File: src/rtl/clock_control.sv
// SAP-1 clock control: turns the debounced STEP button, the run switch and the CPU HLT
// into a one-cycle CPU clock-enable. Define STEP_AUTOREPEAT_EN for auto-repeat of a held step.
module clock_control #(
   parameter int DIV_WIDTH    = 24,
   parameter int RUN_DIV      = 1000,
   parameter int REPEAT_DELAY = 500000,
   parameter int REPEAT_RATE  = 100000
) (
   input  logic       clk,
   input  logic       rst,
   input  logic       step_n_i,
   input  logic       run_mode_i,
   input  logic       hlt_i,
   output logic       cpu_en_o,
   output logic       halted_o,
   output logic       running_o,
   output logic [1:0] dbg_state
);

   typedef enum logic [1:0] {
      ST_STEP = 2'd0,
      ST_RUN  = 2'd1,
      ST_HALT = 2'd2
   } state_t;

   localparam logic [DIV_WIDTH-1:0] DIV_LAST = DIV_WIDTH'(RUN_DIV - 1);

   state_t               state;
   logic [DIV_WIDTH-1:0] div;
   logic                 step_q;
   logic                 press;
   logic                 rpt_fire;

   assign press     = step_q & ~step_n_i;
   assign dbg_state = state;

`ifdef STEP_AUTOREPEAT_EN
   localparam int RPT_MAX = (REPEAT_DELAY > REPEAT_RATE) ? REPEAT_DELAY : REPEAT_RATE;
   localparam int RPT_W   = $clog2(RPT_MAX + 1);

   logic [RPT_W-1:0] rpt_cnt;
   logic [RPT_W-1:0] rpt_target;
   logic             rpt_armed;
   logic             rpt_first;

   // rpt_cnt counts cycles since the last pulse of the current hold; first gap is the long delay.
   assign rpt_target = rpt_first ? RPT_W'(REPEAT_DELAY) : RPT_W'(REPEAT_RATE);
   assign rpt_fire   = rpt_armed & ~step_n_i & ~press & (rpt_cnt == rpt_target);

   always_ff @(posedge clk) begin
      if (rst || hlt_i || state != ST_STEP || run_mode_i || step_n_i) begin
         rpt_cnt   <= '0;
         rpt_armed <= 1'b0;
         rpt_first <= 1'b1;
      end else if (press) begin
         rpt_cnt   <= RPT_W'(1);
         rpt_armed <= 1'b1;
         rpt_first <= 1'b1;
      end else if (rpt_armed) begin
         if (rpt_cnt == rpt_target) begin
            rpt_cnt   <= RPT_W'(1);
            rpt_first <= 1'b0;
         end else begin
            rpt_cnt <= rpt_cnt + 1'b1;
         end
      end
   end
`else
   assign rpt_fire = 1'b0;
`endif

   always_ff @(posedge clk) begin
      if (rst) begin
         state     <= ST_STEP;
         div       <= '0;
         step_q    <= 1'b1;
         cpu_en_o  <= 1'b0;
         halted_o  <= 1'b0;
         running_o <= 1'b0;
      end else begin
         step_q   <= step_n_i;
         cpu_en_o <= 1'b0;
         // HLT wins over everything, including a pulse that was due this cycle.
         if (hlt_i) begin
            state     <= ST_HALT;
            div       <= '0;
            halted_o  <= 1'b1;
            running_o <= 1'b0;
         end else begin
            case (state)
               ST_STEP: begin
                  if (run_mode_i) begin
                     state     <= ST_RUN;
                     div       <= '0;
                     running_o <= 1'b1;
                  end else if (press || rpt_fire) begin
                     cpu_en_o <= 1'b1;
                  end
               end
               ST_RUN: begin
                  if (!run_mode_i) begin
                     state     <= ST_STEP;
                     div       <= '0;
                     running_o <= 1'b0;
                  end else if (div == DIV_LAST) begin
                     div      <= '0;
                     cpu_en_o <= 1'b1;
                  end else begin
                     div <= div + 1'b1;
                  end
               end
               ST_HALT: begin
                  state <= ST_HALT;
               end
               default: begin
                  state     <= ST_STEP;
                  div       <= '0;
                  running_o <= 1'b0;
                  halted_o  <= 1'b0;
               end
            endcase
         end
      end
   end

endmodule

File: config.mk
export PLATFORM = sky130hd
export DESIGN_NAME = clock_control
export DESIGN_NICKNAME = d
export VERILOG_FILES = /design/src/rtl/clock_control.sv
export SDC_FILE = /design/constraint.sdc
export NUM_CORES = 1
export LEC_CHECK = 0
export BUFFER_PORTS_ARGS = -buffer_cell sky130_fd_sc_hd__buf_4
export CAP_MARGIN = 20
export CORE_MARGIN = 1.5
export CORE_UTILIZATION = 35
export CTS_CLUSTER_DIAMETER = 50
export DETAILED_ROUTE_END_ITERATION = 7
export SLEW_MARGIN = 20
export SYNTH_ARGS = -nofsm -noshare
export SYNTH_HDL_FRONTEND = slang
export SYNTH_SLANG_ARGS = --single-unit
export TNS_END_PERCENT = 20
File: constraint.sdc
create_clock -name clk -period 6.47 [get_ports clk]
set_clock_uncertainty 0.15 [all_clocks]
set_input_delay 0.647 -clock clk [delete_from_list [all_inputs] [get_ports clk]]
set_output_delay 0.647 -clock clk [all_outputs]
set_load 0.05 [all_outputs]
Word-level counts from Yosys, hierarchy flattened
Cells that the tools add are included.
- register bits: 30
- output and inout port bits: 5
- logic and storage cells: 44
- add/subtract/negate cells: 1
- eq/ne operators: 8
- muxes and demuxes: 18
- bitwise logic cells: 3
- reduce and logical (&&, ||, !) cells: 7
- operator list (cell ; number):
    $mux 24 ; 3
    $pmux 24 s3 ; 1
    $add 24x1->24 const B ; 1
    $eq 24x10->1 const B ; 1
    $mux 1 ; 8
    $mux 2 ; 3
    $ne 3x3->1 const B ; 2
    $pmux 2 s3 ; 1
    $reduce_and 2->1 ; 3
    $ne 2x2->1 const B ; 2
    $pmux 1 s3 ; 1
    $reduce_and 3->1 ; 1
    $reduce_or 3->1 ; 1
    $eq 2x1->1 const B ; 1
    $eq 2x2->1 const B ; 1
    $logic_not 2->1 ; 1
    $ne 2x1->1 const B ; 1
    $not 1->1 ; 2
    $pmux 1 s2 ; 1
    $reduce_or 2->1 ; 1
    $and 1x1->1 ; 1

Longest topological paths before layout
- depth in word-level cells: 5
- mapped depth: 8
- mapped depth without buffers: 6

Least setup slack after synthesis
OpenSTA, ideal clock, no wires.
- path kind: reg2reg
- start point: register div[15]
- end point: register div[3]
- library setup time: 115 ps
- data arrival time: 2045 ps
- data required time: 6205 ps
- slack: 4159 ps
- stages on the path, launching flop included: 8
- path buffers: 2
- clock period less this slack: 2311 ps
- cells stage by stage: dfxtp_1 > or4_1 > or4_4 > o211ai_4 > a21o_1 > buf_6 > buf_12 > nor2_2
- longest elaborated chain between the ends: 4
- ends and longest elaborated chain (item ; RTL line ; text):
    start: declaration ; 29 ; logic [DIV_WIDTH-1:0] div;
    start signal: assignment ; 109 ; div <= div + 1'b1;
    $eq 24x10->1 ; 105 ; end else if (div == DIV_LAST) begin
    $mux 24 ; 105 ;
    $mux 24 ; 101 ; if (!run_mode_i) begin
    $pmux 24 s3 ; 90 ; case (state)
Every way passes these cells.
A chain may end at the register's enable or synchronous reset.

Worst setup path after layout
- start point: register div[17]
- end point: register div[18]
- longest elaborated chain between the ends: 4
- elaborated cells between the ends (all ways): 5
- those cells by class: add/sub (1); eq/ne (1); mux (3)
- ends and longest elaborated chain (item ; RTL line):
    $add 24x1->24 / $eq 24x10->1 (equally long branches) ; 109, 105
    $mux 24 (*) ; 105
    $mux 24 (*) ; 101
    $pmux 24 s3 (*) ; 90
Mark *: on every way between the ends. The rest lies on a longest branch, timed or not.

==> reports/results.ini <==
[status]
status=finished clean

[global_routing]
grt_overflow=0
grt_pass1_vias=1127
grtUsageTotal_pct=15.3
grt_max_degree=20
antenna_found_initial=0
grt_pass1_wl_um=5020

[synth]
synth_area_leader_cell=dfxtp_1
synth_area_per_cell_um2=8.80
synth.top_cell.area_share_pct=42.4
yosysUniqueCellTypes=32
yosysWarnings=0
netlist_area_mm2=0.00142
netlist_top_cells_area=dfxtp_1 (42%), xor2_1 (9.3%), nor2_1 (5.8%)
syn_nets=167
netlist_instances=161
seq_area_frac_synth_pct=42.4
ys_seq_elements=30

[cells_and_area]
area_delta_synth_final_pct=14.3
diodes=0
layout_common_cells=dfxtp_1 (30), nor2_1 (22), xor2_1 (15)
num-fill-cells=379
drive_gt1_share_pct=18.9
final_common_cell=dfxtp_1
fin_nets=180
fin_cells=223

[detailed_routing]
vias=1169
avgViaCountPerCell=5.24
drt_iter0_markers=54
routed_wl_um=2900
drcViolationCount=0
wl_per_cell_um=13.0
ant_nets=0
dr.pass1.iters=4

[floorplanning]
io_pins=10
die_area_mm2=0.00444
dieHeight_um=66.6
die_w_um=66.6
fp.coreArea_mm2=0.00377
rows=22
start_util_pct=37.6

[pwr]
peakVddDrop_mv=0.114
leakagePower_nw=0.538
p_per_area_mw_per_mm2=238

[worst_setup_path]
crit_chain=or4_1 -> or4_1 -> o211ai_4 -> a21o_1 -> nor2_1
rr_startpoint=div[17]
cp-startpoint=div[17]
timing.rr.end=div[18]
ff2ff_setup_slack_ps=3670
r2r_cells=5
critical_path_class=flip-flop to flip-flop
endpoint=div[18]
path_max_fanout=19
crit_arrival_ps=2780
crit_top_cell=or4_1
crit_slowest_cell=a21o_1
startpoint_type=flip-flop
required_ps=6450
endpoint_kind=flip-flop
cpPeakStageDelay_ps=680

[clock_network]
clk_pin_slew_ps=60
cts_max_path_buffers=2
cts_inserted_buffers=5
post_cts_buffers=0
holdBufCountCts=0
cts_tree=yes
cts_max_level=2
root_buffer=clkbuf_8
clock-sinks=30
clock_latency_ps=280
cts_resized=0

[timing]
hold_viol_final=0
finalSetupViolCount=0
setup_tns_ps=0
fin_crit_sh_pct=43.2
rsz0062_at_grt=false
fin_crit_ps=2800
final_max_slew_viol_count=0
tightest_slew_ps=829
fmax_mhz=358
relSlewSlack_pct=44.7

[flow_run]
maxCapViolCount=0

[placed_design]
place_congestion=0.816
dp_hpwl_um=2020
place_inst=215
port_buffers=9

[worst_hold_path]
hp-class=flip-flop to flip-flop

-- logic make-up after synthesis --
| kind of cell | synth area share [%] |
|---|---|
| buffers and inverters | 3.80 |
| and+or+nand+nor | 32.3 |
| adders and majority gates | 0.883 |
| DFF | 42.4 |
| muxes | 0.795 |
| AOI/OAI and AO/OA | 8.04 |
| xor gates and xnor gates | 11.7 |
-- cells in the mapped netlist (all sizes together) --
| cell type | count |
|---|---|
| nor4b | 1 |
| o211ai | 1 |
| dfxtp | 30 |
| nand2b | 3 |
| o21ai | 1 |
| nand4 | 8 |
| xor2 | 15 |
| nor2 | 32 |
| ha | 1 |
| nor2b | 1 |
| nand2 | 11 |
| nor4 | 3 |
| or4 | 5 |
| or2 | 2 |
| inv | 5 |
| o2bb2a | 1 |
| clkbuf | 1 |
| nor3 | 2 |
| or4b | 1 |
| a21o | 4 |
| or3b | 1 |
| nand3 | 11 |
| a31oi | 2 |
| a21oi | 7 |
| buf | 2 |
| mux2 | 1 |
| or3 | 3 |
| xnor2 | 4 |
| and3 | 2 |
-- metrics by stage --
stage	util (%)	worst slack (ps)	total power, mW	cell area [um^2]	hold slack (ps)
2_1_floorplan	-	4160	0.209	1420	317
3_3_place_gp	40.0	3750	0.213	1510	324
3_5_place_dp	40.0	3670	0.214	1510	346
4_1_cts	42.9	3670	0.391	1620	364
5_1_grt	42.9	3490	0.403	1620	394
6_report	42.9	3670	0.385	1620	363
-- worst min path at each step --
stage / startpoint / endpoint / slack (ps) / cells past startpoint
2_1_floorplan: div[6] / div[6] / 320 / 2
3_3_place_gp: halted_o / halted_o / 320 / 2
3_5_place_dp: div[23] / div[23] / 350 / 2
4_1_cts: div[23] / div[23] / 360 / 2
5_1_grt: rst / dbg_state[1] / 390 / 2
6_report: div[23] / div[23] / 360 / 2
-- critical path, delay by kind of cell, from the launching register on --
kind	cells	cell delay [ps]
AND/OR/NAND/NOR	3	1200
AO/OA/AOI/OAI	2	950
flip-flops	1	350
-- sequential cells by signal (all words and copies together) (netlist names) --
register,cells
cpu_en_o,1
dbg_state,2
div,24
halted_o,1
running_o,1
step_q,1
-- area by class of cell --
type,count,area (um^2),share of cell area (%)
Tap cell,48,60.1,3.71
Sequential cell,30,601,37.1
Timing Repair Buffer,9,67.6,4.17
Inverter,5,18.8,1.16
Clock buffer,8,110,6.80
Multi-Input combinational cell,123,762,47.1
-- layer usage --
layer	vias to the layer above	global-route usage (%)	share of wire (%)
met5	-	0	0
met3	5	4.90	6.0
met1	548	19.2	48
met2	33	23.4	45
met4	0	7.65	0.93
li1	583	-	-
-- where the power goes --
| group | leakage (nW) | switching (mW) | internal, mW | total (mW) |
|---|---|---|---|---|
| Clock | 0.0575 | 0.0683 | 0.107 | 0.176 |
| Combinational | 0.238 | 0.0143 | 0.00651 | 0.0208 |
| Sequential | 0.243 | 0.00192 | 0.187 | 0.189 |
| Total | 0.538 | 0.0845 | 0.300 | 0.385 |
(Power assumes the default switching activity.)
